`config.mk`:
```
export PLATFORM = sky130hd
export DESIGN_NAME = note_tone_player_flat
export DESIGN_NICKNAME = d
export VERILOG_FILES = /design/src/rtl/note_tone_if.sv /design/src/rtl/note_tone_player.sv /design/src/flat_wrapper.sv
export SDC_FILE = /design/constraint.sdc
export NUM_CORES = 1
export LEC_CHECK = 0
export CORE_ASPECT_RATIO = 1.25
export CORE_MARGIN = 2
export CORE_UTILIZATION = 50
export CTS_CLUSTER_DIAMETER = 50
export CTS_CLUSTER_SIZE = 8
export DETAILED_ROUTE_END_ITERATION = 10
export GPL_TIMING_DRIVEN = 1
export PLACE_DENSITY_LB_ADDON = 0.05
export SETUP_SLACK_MARGIN = 0.4
export SLEW_MARGIN = 15
export SYNTH_ARGS = -nofsm -noshare
export SYNTH_HDL_FRONTEND = slang
export SYNTH_SLANG_ARGS = --single-unit
```
`constraint.sdc`:
```
create_clock -name clk -period 3.83 [get_ports clk]
set_input_delay 0.766 -clock clk [delete_from_list [all_inputs] [get_ports clk]]
set_output_delay 0.766 -clock clk [all_outputs]
set_load 0.02 [all_outputs]
```
`src/rtl/note_tone_if.sv`:
```
// Note stream in, speaker drive and status out, between a song note source
// and the tone player.
interface note_tone_if;
    logic [6:0] note;
    logic       speaker;
    logic       playing;
    logic [3:0] octave;

    modport master (output note, input speaker, playing, octave);
    modport slave  (input note, output speaker, playing, octave);
endinterface

```
`src/rtl/note_tone_player.sv`:
```
// Turns a 7-bit note index into a 50 % duty square wave: octave/semitone split by
// repeated subtraction, one-octave half-period table, articulation gap, then tone.
module note_tone_player #(
    parameter int CLK_HZ     = 100000000,
    parameter int GAP_CYCLES = 1000000
) (
    input  logic        clk,
    input  logic        reset,
    note_tone_if.slave  bus
);

    typedef enum logic [2:0] {IDLE, DIVIDE, LOAD, GAP, PLAY} state_t;

    // Octave-0 half period for semitone s (MIDI 69 = 440 Hz), rounded to nearest.
    function automatic logic [22:0] base_hp(input int s);
        real f;
        f = 440.0 * (2.0 ** ((s - 69) / 12.0));
        return 23'($rtoi(real'(CLK_HZ) / (2.0 * f) + 0.5));
    endfunction

    function automatic logic [22:0] clamp_hp(input logic [22:0] v);
        return (v < 23'd2) ? 23'd2 : v;
    endfunction

    logic [22:0] base_tbl [12];

    for (genvar g = 0; g < 12; g++) begin : g_tbl
        localparam logic [22:0] HP = base_hp(g);
        assign base_tbl[g] = HP;
    end

    state_t      state, state_nxt;
    logic [6:0]  cur_note;
    logic [6:0]  rem;
    logic [3:0]  oct;
    logic [22:0] hp;
    logic [22:0] cnt;
    logic [31:0] gcnt;
    logic        started;
    logic        chg;
    logic        spk_nxt;
    logic        play_nxt;

    assign chg = (bus.note != cur_note);

    // A note change pre-empts whatever is in progress.
    always_comb begin
        state_nxt = state;
        if (chg) begin
            state_nxt = DIVIDE;
        end else begin
            case (state)
                IDLE:    state_nxt = IDLE;
                DIVIDE:  if (rem < 7'd12) state_nxt = LOAD;
                LOAD:    state_nxt = (GAP_CYCLES == 0) ? PLAY : GAP;
                GAP:     if (gcnt == '0) state_nxt = PLAY;
                PLAY:    state_nxt = PLAY;
                default: state_nxt = IDLE;
            endcase
        end
    end

    // A change in the same cycle as a toggle forces silence rather than the toggle.
    always_comb begin
        spk_nxt  = 1'b0;
        play_nxt = 1'b0;
        if (!chg && state == PLAY && cur_note != 7'd0) begin
            play_nxt = 1'b1;
            if (!started)
                spk_nxt = 1'b1;
            else if (cnt == '0)
                spk_nxt = ~bus.speaker;
            else
                spk_nxt = bus.speaker;
        end
    end

    always_ff @(posedge clk) begin
        if (reset) begin
            state       <= IDLE;
            cur_note    <= '0;
            rem         <= '0;
            oct         <= '0;
            hp          <= '0;
            cnt         <= '0;
            gcnt        <= '0;
            started     <= 1'b0;
            bus.speaker <= 1'b0;
            bus.playing <= 1'b0;
            bus.octave  <= '0;
        end else begin
            state       <= state_nxt;
            bus.speaker <= spk_nxt;
            bus.playing <= play_nxt;
            if (chg) begin
                cur_note <= bus.note;
                rem      <= bus.note;
                oct      <= '0;
                started  <= 1'b0;
            end else begin
                case (state)
                    DIVIDE: begin
                        if (rem >= 7'd12) begin
                            rem <= rem - 7'd12;
                            oct <= oct + 4'd1;
                        end
                    end
                    LOAD: begin
                        hp         <= clamp_hp(base_tbl[rem[3:0]] >> oct);
                        bus.octave <= oct;
                        gcnt       <= 32'(GAP_CYCLES) - 32'd1;
                    end
                    GAP: begin
                        if (gcnt != '0) gcnt <= gcnt - 32'd1;
                    end
                    PLAY: begin
                        if (cur_note != 7'd0) begin
                            if (!started) begin
                                started <= 1'b1;
                                cnt     <= hp - 23'd1;
                            end else if (cnt == '0) begin
                                cnt <= hp - 23'd1;
                            end else begin
                                cnt <= cnt - 23'd1;
                            end
                        end
                    end
                    default: ;
                endcase
            end
        end
    end

endmodule
```
`src/flat_wrapper.sv`:
```
// flat-port wrapper written by rule: the top's interface ports become plain ports
module note_tone_player_flat 
#(
    parameter int CLK_HZ     = 100000000,
    parameter int GAP_CYCLES = 1000000
)
  (clk, reset, bus_note, bus_speaker, bus_playing, bus_octave);
  note_tone_if bus_i ();
  input  logic clk;
  input  logic reset;
  input wire logic [$bits(bus_i.note)-1:0] bus_note;
  output wire logic [$bits(bus_i.speaker)-1:0] bus_speaker;
  output wire logic [$bits(bus_i.playing)-1:0] bus_playing;
  output wire logic [$bits(bus_i.octave)-1:0] bus_octave;
  assign bus_i.note = bus_note;
  assign bus_speaker = bus_i.speaker;
  assign bus_playing = bus_i.playing;
  assign bus_octave = bus_i.octave;
  note_tone_player #(.CLK_HZ(CLK_HZ), .GAP_CYCLES(GAP_CYCLES)) u_core (.clk(clk), .reset(reset), .bus(bus_i));
endmodule
```
; Yosys cells after proc, flatten, opt, wreduce, memory -nomap -nowiden
; Memories as Yosys holds them, arrays and structs flattened.
; Cells that the tools add are included.
[word_totals]
latch_bits = 0
romBits = 368
ff_bits = 106
mem_count = 1
ramBits = 0
[classes]
mul = 0
div_mod_pow = 0
n_reduce_logical = 20
n_mux = 17
add_sub_neg = 5
n_eq_ne = 11
n_shift = 1
n_lt_le_gt_ge = 4
n_bitwise = 4
[mem_list]
columns = memory, depth, word_bits, read_ports, rd_clocked_by_memory_dff, wr, line
row1 = (name not given), 16, 23, 1, 0, 0, note_tone_player.sv:109  ; hp <= clamp_hp(base_tbl[rem[3:0]] >> oct);
[op_table]
columns = op, n
row1 = 23-bit 2-to-1 mux, 5
row2 = 32-bit case mux with 2 select lines, 1
row3 = 23-bit by 1-bit subtractor with 23-bit output (second input constant), 2
row4 = 32-bit logical NOT, 1
row5 = 32-bit 2-to-1 mux, 1
row6 = 32-bit nonzero test, 1
row7 = 32-bit by 1-bit subtractor with 32-bit output (second input constant), 1
row8 = 23-bit logical NOT, 1
row9 = 23-bit by 2-bit < comparator with 1-bit output (second input constant), 1
row10 = 23-bit by 4-bit >> shifter with 23-bit output, 1
row11 = 7-bit 2-to-1 mux, 3
row12 = 3-bit case mux with 4 select lines, 1
row13 = 2-bit AND reduction, 6
row14 = 7-bit by 4-bit >= comparator with 1-bit output (second input constant), 1
row15 = 7-bit by 4-bit < comparator with 1-bit output (second input constant), 1
row16 = 7-bit != test, 1
row17 = 7-bit nonzero test, 1
row18 = 7-bit by 4-bit subtractor with 7-bit output (second input constant), 1
row19 = 3-bit by 2-bit == test with 1-bit output (second input constant), 2
row20 = 3-bit 2-to-1 mux, 2
row21 = 2-bit by 1-bit != test with 1-bit output (second input constant), 3
row22 = 3-bit by 1-bit != test with 1-bit output (second input constant), 2
row23 = 3-bit AND reduction, 2
row24 = 2-bit nonzero test, 3
row25 = 11 further kinds, 18

; Longest topological paths before layout
[logic_depth]
depth_word = 7
depth_mapped = 10
ltp_nobuf = 8

; Worst setup path before layout
; No wires, ideal clock.
[synth_path]
path_kind = flip-flop to flip-flop
start = register u_core.rem[0]
end = register u_core.hp[5]
period_less_slack_ns = 2.869
path_slack_ns = 0.961
path_stages_with_launch = 11
t_arrival_ns = 2.737
t_required_ns = 3.698
path_buffers = 2
cell_sequence = dfxtp_1 clkbuf_1 inv_1 ha_1 clkbuf_1 nor2b_1 o21ai_0 mux2_2 mux4_2 a221oi_1 nor3_1
[synth_between]
elab_chain_cells = 7
[synth_rtl]
columns = element, line
row1 = "start, declared", note_tone_player.sv:34  ; logic [6:0] rem;
row2 = "start signal, assigned", note_tone_player.sv:97  ; rem <= bus.note;
row3 = "start signal, assigned", note_tone_player.sv:104  ; rem <= rem - 7'd12;
row4 = 4-bit NOT with 5-bit output (implied by the code) (*), note_tone_player.sv:109
row5 = memory read 16 x 23 bit (*), n/a
row6 = 23-bit 2-to-1 mux (implied by the code) (*) (2 in a row), note_tone_player.sv:109
row7 = 23-bit by 4-bit >> shifter with 23-bit output (*), note_tone_player.sv:109
row8 = 23-bit by 2-bit < comparator with 1-bit output, note_tone_player.sv:22  ; return (v < 23'd2) ? 23'd2 : v;
row9 = 23-bit 2-to-1 mux (*), note_tone_player.sv:22
row10 = "end signal, assigned", note_tone_player.sv:109
row11 = "end, declared", note_tone_player.sv:36  ; logic [22:0] hp;
; Every way passes the cells marked *; elsewhere a longest branch is shown, timed or not. The select of a mux whose other input is x is not followed.
; A chain may end at the register's enable or synchronous reset.

; Final worst setup path
[layout_path]
start = register u_core.rem[2]
end = register u_core.hp[12]
; Same word-level chain as after synthesis.

==> impl_results.md <==
* Status: finished clean
* Final net count at approximately 900
* Synth Flop Type: dfxtp_1
* Number of synthesized flops with an enable pin at 0
* DIE AREA at 14820 µm²
* CP top delay family: compound AO/OA/AOI/OAI gates
* Fraction of registers with async set or reset after synthesis at 0%
* Required time of the critical path at 4.12 ns
* Sink Count at about 110
* Seq cells post-synth at 106
* Clock slew at reported path FFs at 0.07 ns
* Vert. Die Dim at 135.6 µm
* Area leader, netlist: dfxtp_1
* Setup TNS at 0 ns
* Final setup vio count at 0
* Minimum clock period at roughly 3.1 ns
* DRT antenna net count at 0
* F_max at 0.3253 GHz
* Via density at roughly 6.4
* Worst-skew pair later-pin latency at roughly 0.37 ns
* H-tree levels at 3
* Routed length on met1 at between 7000 and 8000 µm
* Total power at 2.367 mW
* Antenna Diode Count at 0
* Hold WS at 0.4329 ns
* Most numerous cell in the Yosys netlist: dfxtp_1
* Initial antenna violation count at 0
* Pre-CTS WS at 0.6447 ns
* Num CTS Buffers at 9
* DR WL met2 at 10040 µm
* Hold_buf cts at 0
* Maxcap violations at 0
* Most frequent cells after synthesis: dfxtp_1 (106), nor2_1 (93), a21oi_1 (63)
* Worst path cell trace: nor2b_1, o31ai_1, a311oi_1, a221oi_1, o21ai_0, a211oi_1
* Global Route Usage Sum at 27.30%
* Worst VDD drop at 0.0002346 V
* Startpoint Class: register
* Top cell type's share of synthesized area at 30.62%
* PortBufs at 14
* Seq/Total Area, Yosys at around 31%
* Synth top area cells: dfxtp_1 (31%), nor2_1 (5.0%), a21oi_1 (4.5%), o21ai_0 (4.0%), xnor2_1 (4.0%)
* CTS Root Cell: clkbuf_16
* First-pass GRT wire length at 31720 µm
* Layout Skew at between 0.009 and 0.01 ns
* Initial Util at between 50% and 60%
* Bufs on Longest Clock Path at 2
* Post-Syn Instances at 897
* Vias at 6831
* Syn Nets at 919
* Slowest-stage cell, CP: dfxtp_1
* Ys Warns at 0
* Crit path arrival time at between 3 and 4 ns
* # rows at 48
* WP buf/inv at 0
* Drt first pass iters at 7
* Crit path max fanout at 35
* Post-CTS setup buffers at 0
* Synth-to-Final Area Change at 8.558%
* Post-Syn Area at 6930 µm²
* WL/cell at 18.76 µm
* Post-route clock period utilization at 80.27%
* Top layer reached by signal wires: met4
* Core Area at about 14000 µm²
* Post-CTS Resized at 0
* LEAKAGE at 2.855 nW
* Crit end category: register
* Ports at 15
* Slew HR at 28.45%
* Worst hold path class: register to register
* Final critical-path setup slack at 0.7557 ns
* Die Wd at 109.3 µm
* Pwr per Cell Area at around 310 nW/µm²
* Vias in the first global route at 6312
* Slew Limit Fails at 0
* Post-DP HPWL at 14590 µm
* Placer Congestion at 0.9606
* Slew at the pin with the worst max-slew slack at 1.072 ns
* DR WL met3 at 1033 µm
* Slowest stage delay, CP at 1.03 ns
* DRC at 0
* Mean area per synthesized cell at 7.726 µm²
* Final Hold Vio Count at 0
* Crit Path Category: register to register
* Total Wirelength at 19890 µm
* Fraction of layout cells with a size suffix above 1 at 7.458%
* CTS tree: done
* RSZ-0062 raised after global routing: false
* Largest net degree at the start of global routing at 36
* GR Overflow Total at 0
* Synth unique cells at 69
* Drt first-iter violations at 675
==> metrics by stage <==
stage	utilization, %	instance area, µm²	std cells
after detailed placement	52.76	7224	1045
final	54.94	7523	1060
after CTS	54.94	7523	1060
after global placement	52.76	7224	1045
after global routing	54.94	7523	1060
after floorplan	-	6930	897
==> registers in the layout (all words and copies together) (netlist names) <==
signal / count
u_core.rem: 7
u_core.state: 3
u_core.bus.octave: 4
u_core.started: 1
u_core.bus.playing: 1
u_core.gcnt: 32
u_core.cur_note: 7
u_core.hp: 23
u_core.bus.speaker: 1
u_core.oct: 4
u_core.cnt: 23
==> area by class of cell <==
cell class	count	area (µm²)
clock buffers	10	239.0
clock inverters	5	60.06
fillers	1337	6170
inverters	25	93.84
multi-input cells	702	4482
flip-flops and latches	106	2122
well taps	175	219.0
repair buffers	37	307.8
==> cell families (layout without fill, tap and decap cells) <==
family          count (synthesis)  in the layout  share of synthesized area, %
mux                            25             25                         4.983
compound gates                242            242                         22.98
simple gates                  365            365                         26.95
buf+inv                        89             77                         4.911
flops                         106            106                         30.62
fa+ha+maj                      13             13                         2.347
xor+xnor                       57             57                         7.203
==> report_power, final <==
part | switching, mW | internal (mW) | leakage, nW
clock network | 0.450 | 0.526 | 0.145
logic | 0.161 | 0.103 | 1.85
registers | 0.0170 | 1.11 | 0.858
total | 0.629 | 1.74 | 2.85
==> final timing paths <==
path                                     start                 end  slack [ns]  cells past startpoint
worst max-delay path             u_core.rem[2]       u_core.hp[12]        0.76                      6
worst min-delay path            u_core.started  u_core.bus.speaker        0.43                      1
worst max register to register   u_core.rem[2]       u_core.hp[12]        0.76                      6
worst min register to register  u_core.started  u_core.bus.speaker        0.43                      1
==> layer usage <==
layer  track usage (%)  vias up
li1                  -     3290
met1             31.43     3223
met2             48.03      255
met3             4.473       63
met4             14.06        0
met5                 0        -
==> cells in the final DEF, fill, tap and decap left out, drive strengths merged, types with 7 or more instances in the layout <==
| cell type | Yosys | layout |
|---|---|---|
| a21oi | 63 | 63 |
| ha | 13 | 13 |
| buf | 9 | 24 |
| clkbuf | 55 | 10 |
| nor2 | 93 | 93 |
| nand2b | 12 | 12 |
| nor3 | 43 | 43 |
| a221oi | 8 | 8 |
| a211oi | 18 | 18 |
| a31oi | 9 | 9 |
| or4 | 13 | 13 |
| a22oi | 11 | 11 |
| o21ai | 56 | 56 |
| nand2 | 62 | 62 |
| nor4 | 25 | 25 |
| or3 | 16 | 16 |
| mux2i | 12 | 12 |
| clkdlybuf4s50 | 0 | 13 |
| dfxtp | 106 | 106 |
| xnor2 | 32 | 32 |
| o211ai | 11 | 11 |
| inv | 23 | 25 |
| mux4 | 7 | 7 |
| nand4 | 10 | 10 |
| xor2 | 25 | 25 |
| nor2b | 16 | 16 |
| nand3 | 38 | 38 |
(Power assumes the default switching activity.)
